**src/rtl/mii_pkg.sv**
```systemverilog
// Shared MII MAC definitions (RX and TX): framing nibbles, CRC-32 constants,
// receive state encoding and the registered output bundle of the RX MAC.
package mii_pkg;

  localparam logic [3:0]  PREAMBLE_NIB = 4'h5;
  localparam logic [3:0]  SFD_NIB      = 4'hd;
  localparam logic [31:0] CRC_INIT     = 32'hffffffff;
  localparam logic [31:0] CRC_POLY     = 32'h04c11db7;
  localparam logic [31:0] CRC_RESIDUE  = 32'hdebb20e3;

  typedef enum logic [1:0] {
    ST_IDLE,
    ST_PREAMBLE,
    ST_DATA,
    ST_DROP
  } rx_state_e;

  typedef struct packed {
    logic [7:0] data;
    logic       valid;
    logic       last;
    logic       err;
    logic       ok;
    logic       fcs_error;
    logic       too_short;
    logic       too_long;
    logic       rx_error;
  } rx_out_t;

endpackage

```
**src/rtl/axis_mii_rx_if.sv**
```systemverilog
// Beat-per-byte receive stream. There is no ready: the slave must take every
// beat on which axis_valid is high.
interface axis_mii_rx_if;
  logic [7:0] axis_data;
  logic       axis_valid;
  logic       axis_last;
  logic       axis_err;

  modport master (output axis_data, axis_valid, axis_last, axis_err);
  modport slave  (input  axis_data, axis_valid, axis_last, axis_err);
endinterface

```
**src/rtl/lfsr.sv**
```systemverilog
// Combinational Galois LFSR step: advances state_in by DATA_WIDTH data bits.
// REVERSE selects the reflected (LSB-first) form used by the Ethernet FCS.
module lfsr #(
  parameter int                    LFSR_WIDTH = 32,
  parameter logic [LFSR_WIDTH-1:0] LFSR_POLY  = 32'h04c11db7,
  parameter bit                    REVERSE    = 1'b1,
  parameter int                    DATA_WIDTH = 8
) (
  input  logic [LFSR_WIDTH-1:0] state_in,
  input  logic [DATA_WIDTH-1:0] data_in,
  output logic [LFSR_WIDTH-1:0] state_out
);

  function automatic logic [LFSR_WIDTH-1:0] bit_rev(input logic [LFSR_WIDTH-1:0] v);
    for (int i = 0; i < LFSR_WIDTH; i++) bit_rev[i] = v[LFSR_WIDTH-1-i];
  endfunction

  localparam logic [LFSR_WIDTH-1:0] POLY_REV = bit_rev(LFSR_POLY);

  logic [LFSR_WIDTH-1:0] s;

  always_comb begin
    // NOTE: blocking assignments here; s is a temporary rebuilt once per data bit.
    s = state_in;
    for (int i = 0; i < DATA_WIDTH; i++) begin
      if (REVERSE) begin
        if (s[0] ^ data_in[i]) s = (s >> 1) ^ POLY_REV;
        else                   s = s >> 1;
      end else begin
        if (s[LFSR_WIDTH-1] ^ data_in[DATA_WIDTH-1-i]) s = (s << 1) ^ LFSR_POLY;
        else                                            s = s << 1;
      end
    end
    state_out = s;
  end

endmodule

```
**src/rtl/axis_mii_rx.sv**
```systemverilog
// 100M MII receive MAC: preamble/SFD strip, nibble->byte, FCS and length check,
// non-stallable beat-per-byte stream. Define AXIS_MII_RX_STRIP_FCS_EN to drop the FCS bytes.
module axis_mii_rx
  import mii_pkg::*;
#(
  parameter int MIN_FRAME_BYTES = 64,
  parameter int MAX_FRAME_BYTES = 1518
) (
  input  logic                 clk,
  input  logic                 rst_n,
  input  logic                 mii_rx_ce,
  input  logic                 mii_rx_dv,
  input  logic [3:0]           mii_rxd,
  input  logic                 mii_rx_er,
  axis_mii_rx_if.master        axis,
  output logic                 frame_ok,
  output logic                 fcs_error,
  output logic                 frame_too_short,
  output logic                 frame_too_long,
  output logic                 rx_error
);

`ifdef AXIS_MII_RX_STRIP_FCS_EN
  localparam int D = 5;
`else
  localparam int D = 1;
`endif
  localparam int          HW       = 8 * D;
  localparam int          BW       = $clog2(D + 1);
  localparam logic [10:0] MIN_CNT  = 11'(MIN_FRAME_BYTES);
  localparam logic [10:0] OVER_CNT = 11'(MAX_FRAME_BYTES + 1);

  rx_state_e         state_q, state_d;
  logic              nib_phase_q, nib_phase_d;
  logic [3:0]        low_nib_q, low_nib_d;
  logic [31:0]       crc_q, crc_d, crc_next;
  logic [10:0]       count_q, count_d, count_inc;
  logic              er_seen_q, er_seen_d;
  logic [HW-1:0]     hold_q, hold_d;   // byte 0 (bits 7:0) is the oldest
  logic [BW-1:0]     hold_cnt_q, hold_cnt_d;
  rx_out_t           out_q, out_d;
  logic [7:0]        new_byte;
  logic              in_data, sfd_hit, hold_full, byte_done;

  assign in_data   = mii_rx_ce && (state_q == ST_DATA);
  assign sfd_hit   = mii_rx_ce && (state_q == ST_PREAMBLE) && mii_rx_dv &&
                     !mii_rx_er && (mii_rxd == SFD_NIB);
  assign byte_done = in_data && mii_rx_dv && nib_phase_q;
  assign new_byte  = {mii_rxd, low_nib_q};
  assign count_inc = count_q + 11'd1;
  assign hold_full = (hold_cnt_q == BW'(D));

  lfsr #(
    .LFSR_WIDTH (32),
    .LFSR_POLY  (CRC_POLY),
    .REVERSE    (1'b1),
    .DATA_WIDTH (8)
  ) u_crc (
    .state_in  (crc_q),
    .data_in   (new_byte),
    .state_out (crc_next)
  );

  always_ff @(posedge clk or negedge rst_n) begin
    if (!rst_n) state_q <= ST_IDLE;
    else        state_q <= state_d;
  end

  always_comb begin
    state_d = state_q;
    if (mii_rx_ce) begin
      unique case (state_q)
        ST_IDLE:     if (mii_rx_dv) state_d = ST_PREAMBLE;
        ST_PREAMBLE: begin
          if (!mii_rx_dv)                 state_d = ST_IDLE;
          else if (mii_rx_er)             state_d = ST_DROP;
          else if (mii_rxd == SFD_NIB)    state_d = ST_DATA;
          else if (mii_rxd != PREAMBLE_NIB) state_d = ST_DROP;
        end
        ST_DATA: begin
          if (!mii_rx_dv)                             state_d = ST_IDLE;
          else if (byte_done && count_inc == OVER_CNT) state_d = ST_DROP;
        end
        ST_DROP:     if (!mii_rx_dv) state_d = ST_IDLE;
        default:     state_d = ST_IDLE;
      endcase
    end
  end

  always_comb begin
    // NOTE: every variable gets its hold value first so no path infers a latch.
    nib_phase_d = nib_phase_q;
    low_nib_d   = low_nib_q;
    crc_d       = crc_q;
    count_d     = count_q;
    er_seen_d   = er_seen_q;
    hold_d      = hold_q;
    hold_cnt_d  = hold_cnt_q;
    out_d       = '0;

    if (sfd_hit) begin
      nib_phase_d = 1'b0;
      crc_d       = CRC_INIT;
      count_d     = '0;
      er_seen_d   = 1'b0;
      hold_cnt_d  = '0;
    end else if (in_data && mii_rx_dv) begin
      if (mii_rx_er) er_seen_d = 1'b1;
      if (!nib_phase_q) begin
        low_nib_d   = mii_rxd;
        nib_phase_d = 1'b1;
      end else begin
        nib_phase_d = 1'b0;
        crc_d       = crc_next;
        count_d     = count_inc;
        if (count_inc == OVER_CNT) begin
          // Truncate: close the frame on the oldest held byte, skip the FCS verdict.
          out_d.data     = hold_q[7:0];
          out_d.valid    = 1'b1;
          out_d.last     = 1'b1;
          out_d.err      = 1'b1;
          out_d.too_long = 1'b1;
          hold_cnt_d     = '0;
        end else begin
          if (hold_full) begin
            out_d.data  = hold_q[7:0];
            out_d.valid = 1'b1;
          end else begin
            hold_cnt_d = hold_cnt_q + BW'(1);
          end
          hold_d = (hold_q >> 8) | (HW'(new_byte) << (8 * (D - 1)));
        end
      end
    end else if (in_data) begin
      // dv fell: close on the oldest byte; anything younger is FCS and is dropped.
      out_d.valid     = 1'b1;
      out_d.last      = 1'b1;
      out_d.data      = hold_full ? hold_q[7:0] : 8'h00;
      out_d.fcs_error = (crc_q != CRC_RESIDUE);
      out_d.too_short = (count_q < MIN_CNT) || !hold_full;
      out_d.rx_error  = er_seen_q || nib_phase_q;
      out_d.err       = out_d.fcs_error || out_d.too_short || out_d.rx_error;
      out_d.ok        = !out_d.err;
      hold_cnt_d      = '0;
    end
  end

  always_ff @(posedge clk or negedge rst_n) begin
    if (!rst_n) begin
      nib_phase_q <= 1'b0;
      low_nib_q   <= '0;
      crc_q       <= CRC_INIT;
      count_q     <= '0;
      er_seen_q   <= 1'b0;
      // NOTE: the holding buffer data is reset as well; it is tiny and keeps outputs deterministic.
      hold_q      <= '0;
      hold_cnt_q  <= '0;
      out_q       <= '0;
    end else begin
      nib_phase_q <= nib_phase_d;
      low_nib_q   <= low_nib_d;
      crc_q       <= crc_d;
      count_q     <= count_d;
      er_seen_q   <= er_seen_d;
      hold_q      <= hold_d;
      hold_cnt_q  <= hold_cnt_d;
      out_q       <= out_d;
    end
  end

  assign axis.axis_data  = out_q.data;
  assign axis.axis_valid = out_q.valid;
  assign axis.axis_last  = out_q.last;
  assign axis.axis_err   = out_q.err;
  assign frame_ok        = out_q.ok;
  assign fcs_error       = out_q.fcs_error;
  assign frame_too_short = out_q.too_short;
  assign frame_too_long  = out_q.too_long;
  assign rx_error        = out_q.rx_error;

endmodule

```
**src/flat_wrapper.sv**
```systemverilog
// flat-port wrapper written by rule: the top's interface ports become plain ports
module axis_mii_rx_flat import mii_pkg::*;
#(
  parameter int MIN_FRAME_BYTES = 64,
  parameter int MAX_FRAME_BYTES = 1518
)
  (clk, rst_n, mii_rx_ce, mii_rx_dv, mii_rxd, mii_rx_er, frame_ok, fcs_error, frame_too_short, frame_too_long, rx_error, axis_axis_data, axis_axis_valid, axis_axis_last, axis_axis_err);
  axis_mii_rx_if axis_i ();
  input  logic clk;
  input  logic rst_n;
  input  logic mii_rx_ce;
  input  logic mii_rx_dv;
  input  logic [3:0] mii_rxd;
  input  logic mii_rx_er;
  output logic frame_ok;
  output logic fcs_error;
  output logic frame_too_short;
  output logic frame_too_long;
  output logic rx_error;
  output wire logic [$bits(axis_i.axis_data)-1:0] axis_axis_data;
  output wire logic [$bits(axis_i.axis_valid)-1:0] axis_axis_valid;
  output wire logic [$bits(axis_i.axis_last)-1:0] axis_axis_last;
  output wire logic [$bits(axis_i.axis_err)-1:0] axis_axis_err;
  assign axis_axis_data = axis_i.axis_data;
  assign axis_axis_valid = axis_i.axis_valid;
  assign axis_axis_last = axis_i.axis_last;
  assign axis_axis_err = axis_i.axis_err;
  axis_mii_rx #(.MIN_FRAME_BYTES(MIN_FRAME_BYTES), .MAX_FRAME_BYTES(MAX_FRAME_BYTES)) u_core (.clk(clk), .rst_n(rst_n), .mii_rx_ce(mii_rx_ce), .mii_rx_dv(mii_rx_dv), .mii_rxd(mii_rxd), .mii_rx_er(mii_rx_er), .axis(axis_i), .frame_ok(frame_ok), .fcs_error(fcs_error), .frame_too_short(frame_too_short), .frame_too_long(frame_too_long), .rx_error(rx_error));
endmodule
```
**config.mk**
```make
export PLATFORM = sky130hd
export DESIGN_NAME = axis_mii_rx_flat
export DESIGN_NICKNAME = d
export VERILOG_FILES = /design/src/rtl/mii_pkg.sv /design/src/rtl/axis_mii_rx_if.sv /design/src/rtl/lfsr.sv /design/src/rtl/axis_mii_rx.sv /design/src/flat_wrapper.sv
export SDC_FILE = /design/constraint.sdc
export NUM_CORES = 1
export LEC_CHECK = 0
export ABC_CLOCK_PERIOD_IN_PS = 4700
export CELL_PAD_IN_SITES_DETAIL_PLACEMENT = 0
export CELL_PAD_IN_SITES_GLOBAL_PLACEMENT = 1
export CORE_UTILIZATION = 51
export DETAILED_ROUTE_END_ITERATION = 12
export PLACE_DENSITY_LB_ADDON = 0.1
export SETUP_SLACK_MARGIN = 0.4
export SLEW_MARGIN = 20
export SYNTH_ARGS = -nofsm -noshare
export SYNTH_HDL_FRONTEND = slang
export SYNTH_SLANG_ARGS = --single-unit
```
**constraint.sdc**
```tcl
create_clock -name clk -period 4.7 [get_ports clk]
set_clock_uncertainty 0.1 [all_clocks]
set_input_delay 0.94 -clock clk [delete_from_list [all_inputs] [get_ports clk]]
set_output_delay 0.94 -clock clk [all_outputs]
set_load 0.03 [all_outputs]
```
==> metrics.yaml <==
crit_chain: "clkdlybuf4s50_1, and4b_1, and2_1, nor2_1, o22ai_1, and2_1"
rsz0062_at_grt: "no"
fin_crit_sh: 0.674
syn_inst: 382
clock_latency_ns: 0.36
cts_root_buf: "clkbuf_8"
vias_per_cell: 5.46
hold-path-endpoint: "u_core.axis.axis_data[3]"
slowest_stage: "clkdlybuf4s50_1"
die_area_sq_um: 8260
rows: 32
nNetsFinal: 415
reg2regPathDepth: 7
worstHoldPathCells: 1
clockBufferDepth: 2
synth_common_cells: "dfrtp_1, xnor2_1, dfstp_2"
synth_most_common_cell: "dfrtp_1"
clk_pin_slew_worst_paths_ns: 0.08
cts-buffers-inserted: 9
ys_seq_area_frac: 0.482
ctsHoldBuffers: 0
fin_area_sq_um: 4570
final_antenna_net_count: 0
path_max_fanout: 10
syn_avg_cell_area_sq_um: 10.5
dr.pass1.iters: 4
drt_iter0_drc: 118
finalCriticalPeriod_ns: 3.17
num_antenna_cells: 0
grt_pass1_wl_microns: 14500
seqCellArea_sq_um: 1940
crit_top_cell: "and2_1"
num_vias: 2791
die_h_microns: 90.9
synth_area_sq_um: 4030
synth_top_area_frac: 0.273
cts_setup_buffers: 0
async_reset_ff_frac: 1.00
areaGrowthSynthToFinish_pct: 13.4
htree_levels: 3
cts_resized: 0
max_slew.worst_pin.slew_ns: 0.953
cp-end-kind: "register"
synth_top_flop_cell: "dfrtp_1"
post-route-drc-count: 0
cts_tree: "done"
grt_pass1_vias: 2724
die_w_microns: 90.9
wire_per_inst_microns: 16.6
drive_above_1_share: 0.191
outcome: "complete, no violations"
yosys_warnings: 0
finalSetupTns_ns: 0
synth_seq_cells: 76
dp_hpwl_microns: 5910
setup_violations: 0
crit-reg2reg-launch: "u_core.count_q[0]"
grt-ovfl-total: 0
timing.fmax_ghz: 0.316
routed_wirelength_microns: 8470
hp-start: "u_core.hold_q[3]"
grt_antenna_before_repair: 0
initial_core_util: 0.524
grt_use_total: 0.230
max_cap_viol_count: 0
synth_edf_count: 0
max_slew_margin: 0.365
fill_cells: 672
multi_input_comb_area_sq_um: 2000
path_class: "in -> reg"
io_pins: 25
portBuffers: 24
finalHoldViolations: 0
gp_congestion: 0.798
fp.coreArea_sq_um: 7690
r2r_end: "u_core.axis.axis_data[0]"
synth_nets: 393
placed_area_sq_um: 4360
arrival_ns: 3.36
slew_violations: 0
synthTopCellsByArea: "dfrtp_1, dfstp_2, xnor2_1, xor2_1, a21oi_1"
max_stage_delay_ns: 0.66
yosys.area.top_type: "dfrtp_1"
crit_required_ns: 4.89
clock-sinks: 76
synthDistinctLibCells: 49
start_kind: "input port"
holdCritPathClass: "reg -> reg"
r2r_setup_slack_ns: 1.66
grt_max_degree: 77
-- worst max-delay path by stage --
stage | from | to | cells past startpoint
final | mii_rx_dv | u_core.axis.axis_data[0] | 6
after global placement | mii_rx_dv | u_core.axis.axis_data[3] | 6
after global routing | mii_rxd[0] | u_core.crc_q[4] | 7
after detailed placement | mii_rx_dv | u_core.axis.axis_data[0] | 6
after CTS | mii_rx_dv | u_core.axis.axis_data[0] | 6
after floorplan | mii_rx_dv | u_core.crc_q[13] | 8
-- state kept, by name, summed over array words and instances (netlist names), 2 cells and up --
name / flops
u_core.crc_q: 32
u_core.count_q: 11
u_core.axis.axis_data: 8
u_core.hold_q: 8
u_core.low_nib_q: 4
u_core.state_q: 2
-- layout by cell type, fill, tap and decap left out, types with 3 or more instances in the layout --
master	count
mux2_2	12
o31ai_1	3
buf_4	5
a21oi_1	30
clkbuf_8	10
dfstp_2	32
or3_1	3
xnor2_2	6
nor4bb_1	3
nor2_1	26
o22ai_1	4
xor2_1	24
nand4_1	5
nor2b_1	5
a31oi_1	4
and2_1	12
nand4b_1	7
nand2_1	30
xnor2_1	41
clkdlybuf4s50_1	23
o21ai_0	12
o211ai_1	7
dfrtp_1	44
nor3_1	11
inv_1	7
-- metal layers --
metal,track usage,up-vias,share of wire
met1,0.318,1362,0.48
li1,-,1361,-
met2,0.349,49,0.45
met5,0,-,0
met4,0.0992,0,0.027
met3,0.0480,19,0.037
-- critical path: cells and delay by family --
family | cells | cell delay [ns]
AND/OR/NAND/NOR | 4 | 1.18
buffers and inverters | 1 | 0.66
AO/OA/AOI/OAI | 1 | 0.58
-- area by class of cell --
type,instances,share of cell area
well taps,102,0.0279
inverters,7,0.00575
multi-input cells,282,0.437
clock buffers,10,0.0301
clock inverters,6,0.0156
flip-flops and latches,76,0.425
repair buffers,28,0.0586
-- metrics by stage --
stage / instances / hold WS [ns] / util / setup slack, ns
after floorplan: 382 / 0.347 / - / 2.08
after global placement: 495 / 0.357 / 0.567 / 1.23
after detailed placement: 495 / 0.363 / 0.567 / 1.18
after CTS: 511 / 0.383 / 0.595 / 1.56
after global routing: 511 / 0.396 / 0.595 / 1.37
final: 511 / 0.380 / 0.595 / 1.53
-- logic make-up after synthesis --
group	after synthesis	synth area share
mux	13	0.0360
fa+ha+maj	2	0.00621
flops	76	0.482
buf+inv	24	0.0230
compound gates	73	0.107
xor+xnor	75	0.189
simple gates	119	0.157
Power is not shown: default switching activity piles up to over one toggle a cycle in this logic, so the estimate is an artifact.
